## src/rtl/demux2s_if.sv

```systemverilog
// demux2s_if: bundle for the 1-to-4 registered demultiplexer.
//   d, s, in_valid, in_ready : single input stream (word + channel select)
//   o0..o3, v0..v3, r0..r3   : per-channel holding data, valid, consumer ready
//   cnt0..cnt3              : per-channel accepted-word counters (mod 256)
//   busy                    : any channel holding a word
// slave is the demux side, master is the source/consumer side.
interface demux2s_if #(
  parameter int unsigned w = 4
) ();
  localparam int unsigned CW = 8;

  logic [w-1:0]  d;
  logic [1:0]    s;
  logic          in_valid;
  logic          in_ready;
  logic [w-1:0]  o0, o1, o2, o3;
  logic          v0, v1, v2, v3;
  logic          r0, r1, r2, r3;
  logic [CW-1:0] cnt0, cnt1, cnt2, cnt3;
  logic          busy;

  modport slave (
    input  d, s, in_valid, r0, r1, r2, r3,
    output in_ready, o0, o1, o2, o3, v0, v1, v2, v3,
           cnt0, cnt1, cnt2, cnt3, busy
  );

  modport master (
    output d, s, in_valid, r0, r1, r2, r3,
    input  in_ready, o0, o1, o2, o3, v0, v1, v2, v3,
           cnt0, cnt1, cnt2, cnt3, busy
  );
endinterface

```

## src/rtl/demux2s.sv

```systemverilog
// demux2s: registered 1-to-4 demultiplexer with valid/ready handshaking.
// Steers each accepted word into the channel picked by s; every channel has a
// one-entry holding register, drains on its own ready, and counts the words
// it has accepted.
// Ports:
//   clk   : rising-edge clock
//   rst_n : asynchronous active-low reset
//   bus   : demux2s_if.slave (input stream, four output channels, busy)
module demux2s #(
  parameter int unsigned w = 4
) (
  input  logic       clk,
  input  logic       rst_n,
  demux2s_if.slave   bus
);
  localparam int unsigned NCH = 4;
  localparam int unsigned CW  = 8;

  logic [w-1:0]   o_q   [NCH];
  logic [w-1:0]   o_d   [NCH];
  logic [CW-1:0]  cnt_q [NCH];
  logic [CW-1:0]  cnt_d [NCH];
  logic [NCH-1:0] v_q, v_d;
  logic [NCH-1:0] r_c;
  logic           in_ready_c;
  logic           in_fire_c;

  assign r_c = {bus.r3, bus.r2, bus.r1, bus.r0};

  // Selected channel accepts when empty or draining this cycle (pass-through).
  assign in_ready_c = !v_q[bus.s] || r_c[bus.s];
  assign in_fire_c  = bus.in_valid && in_ready_c;

  // Per-channel next state: a load wins over a drain so nothing is lost.
  always_comb begin
    for (int k = 0; k < NCH; k++) begin
      v_d[k]   = v_q[k];
      o_d[k]   = o_q[k];
      cnt_d[k] = cnt_q[k];
      if (in_fire_c && (bus.s == 2'(k))) begin
        v_d[k]   = 1'b1;
        o_d[k]   = bus.d;
        cnt_d[k] = cnt_q[k] + CW'(1);
      end else if (v_q[k] && r_c[k]) begin
        v_d[k]   = 1'b0;
      end
    end
  end

  // Channel state registers.
  always_ff @(posedge clk or negedge rst_n) begin
    if (!rst_n) begin
      v_q <= '0;
      for (int k = 0; k < NCH; k++) begin
        o_q[k]   <= '0;
        cnt_q[k] <= '0;
      end
    end else begin
      v_q <= v_d;
      for (int k = 0; k < NCH; k++) begin
        o_q[k]   <= o_d[k];
        cnt_q[k] <= cnt_d[k];
      end
    end
  end

  assign bus.in_ready = in_ready_c;
  assign bus.busy     = |v_q;
  assign bus.o0   = o_q[0];
  assign bus.o1   = o_q[1];
  assign bus.o2   = o_q[2];
  assign bus.o3   = o_q[3];
  assign bus.v0   = v_q[0];
  assign bus.v1   = v_q[1];
  assign bus.v2   = v_q[2];
  assign bus.v3   = v_q[3];
  assign bus.cnt0 = cnt_q[0];
  assign bus.cnt1 = cnt_q[1];
  assign bus.cnt2 = cnt_q[2];
  assign bus.cnt3 = cnt_q[3];
endmodule

```

## src/flat_wrapper.sv

```systemverilog
// flat-port wrapper written by rule: the top's interface ports become plain ports
module demux2s_flat 
#(
  parameter int unsigned w = 4
)
  (clk, rst_n, bus_d, bus_s, bus_in_valid, bus_r0, bus_r1, bus_r2, bus_r3, bus_in_ready, bus_o0, bus_o1, bus_o2, bus_o3, bus_v0, bus_v1, bus_v2, bus_v3, bus_cnt0, bus_cnt1, bus_cnt2, bus_cnt3, bus_busy);
  demux2s_if #(.w(w)) bus_i ();
  input  logic clk;
  input  logic rst_n;
  input wire logic [$bits(bus_i.d)-1:0] bus_d;
  input wire logic [$bits(bus_i.s)-1:0] bus_s;
  input wire logic [$bits(bus_i.in_valid)-1:0] bus_in_valid;
  input wire logic [$bits(bus_i.r0)-1:0] bus_r0;
  input wire logic [$bits(bus_i.r1)-1:0] bus_r1;
  input wire logic [$bits(bus_i.r2)-1:0] bus_r2;
  input wire logic [$bits(bus_i.r3)-1:0] bus_r3;
  output wire logic [$bits(bus_i.in_ready)-1:0] bus_in_ready;
  output wire logic [$bits(bus_i.o0)-1:0] bus_o0;
  output wire logic [$bits(bus_i.o1)-1:0] bus_o1;
  output wire logic [$bits(bus_i.o2)-1:0] bus_o2;
  output wire logic [$bits(bus_i.o3)-1:0] bus_o3;
  output wire logic [$bits(bus_i.v0)-1:0] bus_v0;
  output wire logic [$bits(bus_i.v1)-1:0] bus_v1;
  output wire logic [$bits(bus_i.v2)-1:0] bus_v2;
  output wire logic [$bits(bus_i.v3)-1:0] bus_v3;
  output wire logic [$bits(bus_i.cnt0)-1:0] bus_cnt0;
  output wire logic [$bits(bus_i.cnt1)-1:0] bus_cnt1;
  output wire logic [$bits(bus_i.cnt2)-1:0] bus_cnt2;
  output wire logic [$bits(bus_i.cnt3)-1:0] bus_cnt3;
  output wire logic [$bits(bus_i.busy)-1:0] bus_busy;
  assign bus_i.d = bus_d;
  assign bus_i.s = bus_s;
  assign bus_i.in_valid = bus_in_valid;
  assign bus_i.r0 = bus_r0;
  assign bus_i.r1 = bus_r1;
  assign bus_i.r2 = bus_r2;
  assign bus_i.r3 = bus_r3;
  assign bus_in_ready = bus_i.in_ready;
  assign bus_o0 = bus_i.o0;
  assign bus_o1 = bus_i.o1;
  assign bus_o2 = bus_i.o2;
  assign bus_o3 = bus_i.o3;
  assign bus_v0 = bus_i.v0;
  assign bus_v1 = bus_i.v1;
  assign bus_v2 = bus_i.v2;
  assign bus_v3 = bus_i.v3;
  assign bus_cnt0 = bus_i.cnt0;
  assign bus_cnt1 = bus_i.cnt1;
  assign bus_cnt2 = bus_i.cnt2;
  assign bus_cnt3 = bus_i.cnt3;
  assign bus_busy = bus_i.busy;
  demux2s #(.w(w)) u_core (.clk(clk), .rst_n(rst_n), .bus(bus_i));
endmodule
```

## config.mk

```make
export PLATFORM = sky130hd
export DESIGN_NAME = demux2s_flat
export DESIGN_NICKNAME = d
export VERILOG_FILES = /design/src/rtl/demux2s_if.sv /design/src/rtl/demux2s.sv /design/src/flat_wrapper.sv
export SDC_FILE = /design/constraint.sdc
export NUM_CORES = 1
export LEC_CHECK = 0
export ABC_AREA = 1
export CORE_MARGIN = 2
export CORE_UTILIZATION = 54
export CTS_BUF_LIST = sky130_fd_sc_hd__clkbuf_8 sky130_fd_sc_hd__clkbuf_16
export DETAILED_ROUTE_END_ITERATION = 12
export PLACE_DENSITY = 0.86
export REMOVE_ABC_BUFFERS = 1
export SLEW_MARGIN = 30
export SYNTH_ARGS = -nofsm -noshare
export SYNTH_HDL_FRONTEND = slang
export SYNTH_SLANG_ARGS = --single-unit
```

## constraint.sdc

```tcl
create_clock -name clk -period 5.2 [get_ports clk]
set_clock_uncertainty 0.15 [all_clocks]
set_input_delay 1.56 -clock clk [delete_from_list [all_inputs] [get_ports clk]]
set_output_delay 1.56 -clock clk [all_outputs]
set_load 0.1 [all_outputs]
```

==> results by group, run 1 <==
Die
  • Die width: 76.3 µm
  • Height of the die: between 70 and 80 µm
  • Core region area: 5070 µm²
  • Number of ports placed on the die boundary: 67
  • Full die area: 5820 µm²
  • Initial core utilization: 55.6%
  • Number of rows created at floorplan: 26

Clocking
  • Worst-case clock buffer depth: 2
  • Number of post-CTS setup repair buffers: 0
  • Num Clock Sinks: 52
  • Clock insertion delay at the later pin of the skew report: a little over 0.3 ns
  • Clk pin slew, worst setup/hold paths: 0.09 ns
  • Number of buffers inserted for hold repair after clock tree synthesis: 0
  • CTS tree: done
  • Resized cells post-CTS: 0
  • Number of buffers added by the clock tree synthesis step: 5
  • Depth of the CTS H-tree: 2
  • Clk root buf: sky130_fd_sc_hd__clkbuf_8

Global route
  • Number of antenna violations at the first check in global routing: 0
  • Layer with the highest usage after global routing: met2
  • Vias in the first global route: 2405
  • Tot GR Track Use: a little under a quarter
  • Met2 track utilization from global routing: 37.3%
  • Met3 global-route usage: 3.79%
  • Global-route wire length before repair: 11100 µm
  • Pin count of the biggest net entering global routing: 53
  • Global Route met1 Usage: 31.0%
  • Total overflow reported by the global router: 0

Synth
  • Instance count of the mapped netlist: approximately 370
  • Fraction of the yosys area taken by sequential cells: 46.1%
  • Number of synthesized register bits: 52
  • Unique masters post-synth: 21
  • Per-instance average area after synthesis: a little under 8 µm²
  • Post-synthesis cell area: between 2000 and 3000 µm²
  • Area contributors post-synth: sky130_fd_sc_hd__dfrtp_1, sky130_fd_sc_hd__nand2_1, sky130_fd_sc_hd__nand4_1
  • Dominant cell type by area after synthesis: sky130_fd_sc_hd__dfrtp_1
  • Synth top area share: 46.1%
  • Ys Warns: 0

Status
  • Outcome: finished, final reports clean

Drt
  • Avg WL per Cell: 13.5 µm
  • Via density per instance: between 5 and 6
  • Routed wire length: about 6700 µm
  • Via total after detailed routing: approximately 2700
  • Router iterations before antenna repair: 4
  • Violation count after the first detailed-route iteration: 153
  • Post-route ant nets: 0
  • Residual DRC count: 0

Job
  • Max-cap viol count: 0

Timing
  • Max Fclk: 213 MHz
  • Post-route clock period utilization: around 90%
  • Total of endpoints with negative setup slack in the final report: 0
  • Setup TNS: 0 ns
  • Final min period: 4.69 ns
  • Number of pins with negative max-slew slack in the final report: 0
  • Relative slew slack: 34.0%
  • Unrepaired setup endpoints after global routing: no
  • Transition time at the pin with the least slew margin: approximately 1 ns
  • Hold violation count in the final report: 0

Layout
  • Most used cells in the layout excluding fill and tap cells: sky130_fd_sc_hd__nand2_1, sky130_fd_sc_hd__clkdlybuf4s50_1, sky130_fd_sc_hd__dfrtp_1
  • Number of fill cells: between 400 and 500
  • Leading cell type in the layout, fill and taps excluded: sky130_fd_sc_hd__nand2_1
  • Number of antenna repair diodes: 0
  • Layout overhead on the synthesized area: 26.8%
  • Layout cells sized above 1: under 10%
  • Post-route standard cell area excluding fillers: about 3600 µm²
  • Nets: 441

Power and ir drop
  • Switch share: 55.5%
  • Combinational cell fraction of total power: 54.6%
  • Power Total: 1810 µW
  • Internal power: 808 µW
  • Worst IR drop on VDD: 437 µV
  • Sequential fraction of design power: 32.4%
  • Total net switching power: 1010 µW
  • Leakage Power: around 0.0017 µW
  • Cell area power density: 507 nW/µm²
  • Power share of the clock group: between 10% and 20%

Critical path
  • Cell type with the highest occurrence count on the critical path: sky130_fd_sc_hd__nand2_1
  • Data required time of the worst path: roughly 3.5 ns
  • Longest individual stage delay on the worst path: between 0.5 and 0.6 ns
  • Maximum fanout encountered on the critical timing path: 14
  • Critical Path, Cell by Cell: clkdlybuf4s50_1, nor2_4, nand2_1, nand2_1, nor2_2, nand2_4, buf_12
  • Standard cell with the maximum stage delay on the critical path: sky130_fd_sc_hd__clkdlybuf4s50_1
  • Sort of element at the end of the critical path: output port
  • Worst Setup Path Type: in -> out
  • Worst Path Buf+Inv: 2
  • Arr. time, crit path: roughly 3.0 ns
  • Startpoint kind of the worst setup timing path: primary input
  • Largest delay contributor family on the critical path: buffers and inverters

Min path
  • Path class of the lowest-slack min-delay path: reg -> reg

Placement
  • Final HPWL DP: around 4500 µm
  • I/O Buffers: between 60 and 70
  • Placed Instance Area: 3490 µm²
  • Routability cong.: about 0.84
[registers in the layout (all words and copies together), names as in the netlist]
| register | cells |
|---|---|
| u_core.bus.cnt0 | 8 |
| u_core.bus.cnt1 | 8 |
| u_core.bus.cnt2 | 8 |
| u_core.bus.cnt3 | 8 |
| u_core.bus.o0 | 4 |
| u_core.bus.o1 | 4 |
| u_core.bus.o2 | 4 |
| u_core.bus.o3 | 4 |
| u_core.v_q | 4 |
[stage by stage]
step                utilization, %  hold slack, ns  std cells  setup WS (ns)
floorplan                        -           0.832        347           1.04
global placement              68.7           0.306        487          0.559
detailed placement            68.7           0.311        487          0.517
CTS                           70.5           0.336        495          0.516
global route                  70.5           0.368        495          0.403
finish                        70.5           0.333        495          0.508
[area by class of cell]
cell class	count	area [µm²]	area share, %
multi-input cells	272	1320	36.9
flip-flops and latches	52	1300	36.4
repair buffers	70	691	19.3
well taps	70	87.6	2.45
inverters	23	86.3	2.41
clock buffers	6	82.6	2.31
clock inverters	2	7.51	0.210
[metal layers]
metal	vias up	wire length (µm)	share of wire (%)
li1	1322	-	-
met1	1286	3040	45
met2	75	3220	48
met3	11	314	4.7
met4	0	111	1.7
met5	-	0	0
[power by group through the flow]
stage | Clock [µW] | Sequential [µW] | Combinational, µW
2_1_floorplan | 0 | 1160 | 170
3_3_place_gp | 0 | 590 | 980
3_5_place_dp | 0 | 592 | 992
4_1_cts | 239 | 587 | 994
5_1_grt | 255 | 600 | 1030
6_report | 235 | 588 | 991
[kinds of logic (layout without fill, tap and decap cells)]
logic type	count (synthesis)	after routing	share of synthesized area (%)
adders and majority gates	4	4	1.77
DFF	52	52	46.1
buffers and inverters	43	101	7.05
and+or+nand+nor	244	244	39.2
xor gates and xnor gates	12	12	3.73
AOI/OAI and AO/OA	12	12	2.13
[final timing paths]
path | start | to | slack (ns) | cells after the start
max | bus_s[0] | bus_in_ready | 0.51 | 7
min | u_core.bus.o2[0] | u_core.bus.o2[0] | 0.33 | 2
max reg2reg | u_core.v_q[0] | u_core.bus.o1[0] | 3.09 | 9
min reg2reg | u_core.bus.o2[0] | u_core.bus.o2[0] | 0.33 | 2
max in group asynchronous | rst_n | u_core.bus.o3[2] | 3.27 | 2
min in group asynchronous | rst_n | u_core.bus.cnt1[6] | 1.21 | 2
[Yosys cell counts, drive strengths merged]
cell type    n
nand2      152
nand4       49
xnor2        8
clkbuf       4
o21ai       12
inv         23
dfrtp       52
nand3       23
ha           4
buf         16
xor2         4
nor2        20
[worst min-delay path: cells and delay by family (launching register included)]
kind	cells	cell delay, ns
simple gates	2	0.11
flops	1	0.35
Power figures use the tool's default switching activity.
==> run 2, diff against run 1 <==
==> constraint.sdc (replaced) <==
create_clock -name clk -period 5.9 [get_ports clk]
set_clock_uncertainty 0.15 [all_clocks]
set_input_delay 1.77 -clock clk [delete_from_list [all_inputs] [get_ports clk]]
set_output_delay 1.77 -clock clk [all_outputs]
set_load 0.1 [all_outputs]
==> run 2 against run 1 <==
Wire length grew 2.9%. Critical path depth is the same. Die area is the same. Clock-buffer cell count grew 1. Combinational power shrank 12%. Sequential power shrank 12%. Via count grew 0.93%. Sequential share of layout area shrank 0.24 points. Cell count shrank 0.40%. Final area grew 0.66%.
==> results by group, run 2 (synthesis gave the netlist of run 1 again) <==
Timing
  • Max Fclk: 195 MHz
  • Number of pins with negative max-slew slack in the final report: 0
  • Unrepaired setup endpoints after global routing: no
  • Relative slew slack: between 30% and 40%
  • Setup TNS: 0 ns
  • Transition time at the pin with the least slew margin: 0.990 ns
  • Hold violation count in the final report: 0
  • Post-route clock period utilization: 86.8%
  • Worst Hold Slack: 0.329 ns
  • Total of endpoints with negative setup slack in the final report: 0
  • Final min period: 5.12 ns

Placement
  • Final HPWL DP: 4620 µm
  • Routability cong.: around 0.84
  • Placed cell count: 485
  • I/O Buffers: 66

Job
  • Max-cap viol count: 0

Clocking
  • Resized cells post-CTS: 0
  • Clock insertion delay at the later pin of the skew report: 0.31 ns
  • Number of buffers added by the clock tree synthesis step: 5
  • Clk pin slew, worst setup/hold paths: 0.09 ns
  • Num Clock Sinks: between 50 and 60
  • Clk root buf: sky130_fd_sc_hd__clkbuf_8
  • Worst-case clock buffer depth: 2
  • CTS tree: done
  • Number of buffers inserted for hold repair after clock tree synthesis: 0
  • Number of post-CTS setup repair buffers: 0
  • Depth of the CTS H-tree: 2

Drt
  • Avg WL per Cell: 14.0 µm
  • Routed wire length: around 6900 µm
  • Residual DRC count: 0
  • Via total after detailed routing: 2719
  • Post-route ant nets: 0
  • Violation count after the first detailed-route iteration: between 150 and 200
  • Router iterations before antenna repair: 5
  • Via density per instance: 5.52

Die
  • Number of ports placed on the die boundary: 67
  • Number of rows created at floorplan: 26
  • Core region area: 5070 µm²
  • Die width: 76.3 µm
  • Height of the die: 76.3 µm
  • Full die area: 5820 µm²
  • Initial core utilization: a little under three fifths

Layout
  • Layout overhead on the synthesized area: 27.6%
  • Layout cells sized above 1: 5.44%
  • Most used cells in the layout excluding fill and tap cells: sky130_fd_sc_hd__nand2_1, sky130_fd_sc_hd__clkdlybuf4s50_1, sky130_fd_sc_hd__dfrtp_1
  • Post-layout utilization of the core: 70.9%
  • Layout Cells excl Fill: 493
  • Nets: 439
  • Number of antenna repair diodes: 0
  • Number of fill cells: 427
  • Leading cell type in the layout, fill and taps excluded: sky130_fd_sc_hd__nand2_1

Power and ir drop
  • Internal power: a little under 800 µW
  • Worst IR drop on VDD: 380 µV
  • Power share of the clock group: 16.2%
  • Switch share: 53.7%
  • Combinational cell fraction of total power: approximately 53%
  • Sequential fraction of design power: around 31%
  • Power Total: 1660 µW
  • Cell area power density: 462 nW/µm²
  • Total net switching power: ~900 µW
  • Leakage Power: 0.00173 µW

Critical path
  • Maximum fanout encountered on the critical timing path: 14
  • Data required time of the worst path: 3.98 ns
  • Worst Setup Path Type: in -> out
  • Startpoint kind of the worst setup timing path: primary input
  • Setup slack of the worst register-to-register path: around 3.7 ns
  • Arr. time, crit path: approximately 3.2 ns
  • Sort of element at the end of the critical path: output port

Global route
  • Number of antenna violations at the first check in global routing: 0
  • Vias in the first global route: 2470
  • Tot GR Track Use: 24.1%
  • Global-route wire length before repair: 11600 µm
  • Total overflow reported by the global router: 0
  • Pin count of the biggest net entering global routing: 53

Status
  • Outcome: finished, final reports clean

Min path
  • Path class of the lowest-slack min-delay path: reg -> reg
==> run 2: cell types whose count changed in the layout (fill, tap and decap cells not counted), sizes merged <==
cell	change
buf	-2
inv	-2
bufinv	+1
clkbuf	+1
==> run 2: worst max-delay path, cell delays in order <==
cell                              delay, ns
sky130_fd_sc_hd__clkdlybuf4s50_1       0.59
sky130_fd_sc_hd__nor2_4                0.37
sky130_fd_sc_hd__nand2_1               0.09
sky130_fd_sc_hd__nand2_1               0.08
sky130_fd_sc_hd__nor2_2                0.05
sky130_fd_sc_hd__nand2_4               0.07
sky130_fd_sc_hd__buf_12                0.17
==> run 2: final timing paths <==
path / startpoint / depth (start not counted) / end
max in group asynchronous: rst_n / 2 / u_core.bus.cnt3[0]
max reg2reg: u_core.v_q[3] / 9 / u_core.bus.cnt2[2]
min in group asynchronous: rst_n / 2 / u_core.bus.cnt1[6]
min reg2reg: u_core.bus.o0[2] / 2 / u_core.bus.o0[2]
min: u_core.bus.o0[2] / 2 / u_core.bus.o0[2]
max: bus_s[0] / 7 / bus_in_ready
==> run 2: power groups by stage <==
stage	sequential (µW)	combinational [µW]	clock, µW
finish	518	874	269
global route	532	908	285
CTS	517	878	273
detailed placement	523	876	0
global placement	520	864	0
floorplan	1020	150	0
==> run 2: area by class of cell <==
type / instances / area (µm²) / area share, %
Inverter: 23 / 86.3 / 2.40
Sequential cell: 52 / 1300 / 36.1
Clock buffer: 7 / 96.3 / 2.68
Tap cell: 70 / 87.6 / 2.43
Clock inverter: 1 / 30.0 / 0.834
Multi-Input combinational cell: 272 / 1320 / 36.7
Timing Repair Buffer: 68 / 676 / 18.8
==> run 2: stage by stage <==
| stage | instance area [µm²] | setup WS [ns] |
|---|---|---|
| global route | 3600 | 0.663 |
| floorplan | 2710 | 1.32 |
| CTS | 3600 | 0.795 |
| finish | 3600 | 0.781 |
| global placement | 3470 | 0.834 |
| detailed placement | 3470 | 0.796 |
==> run 2: layer usage <==
layer | vias to the layer above | part of all wire [%] | global-route usage, %
li1 | 1312 | - | -
met1 | 1304 | 43 | 32.3
met2 | 86 | 48 | 38.8
met3 | 17 | 6.1 | 4.50
met4 | 0 | 2.6 | 9.45
met5 | - | 0 | 0
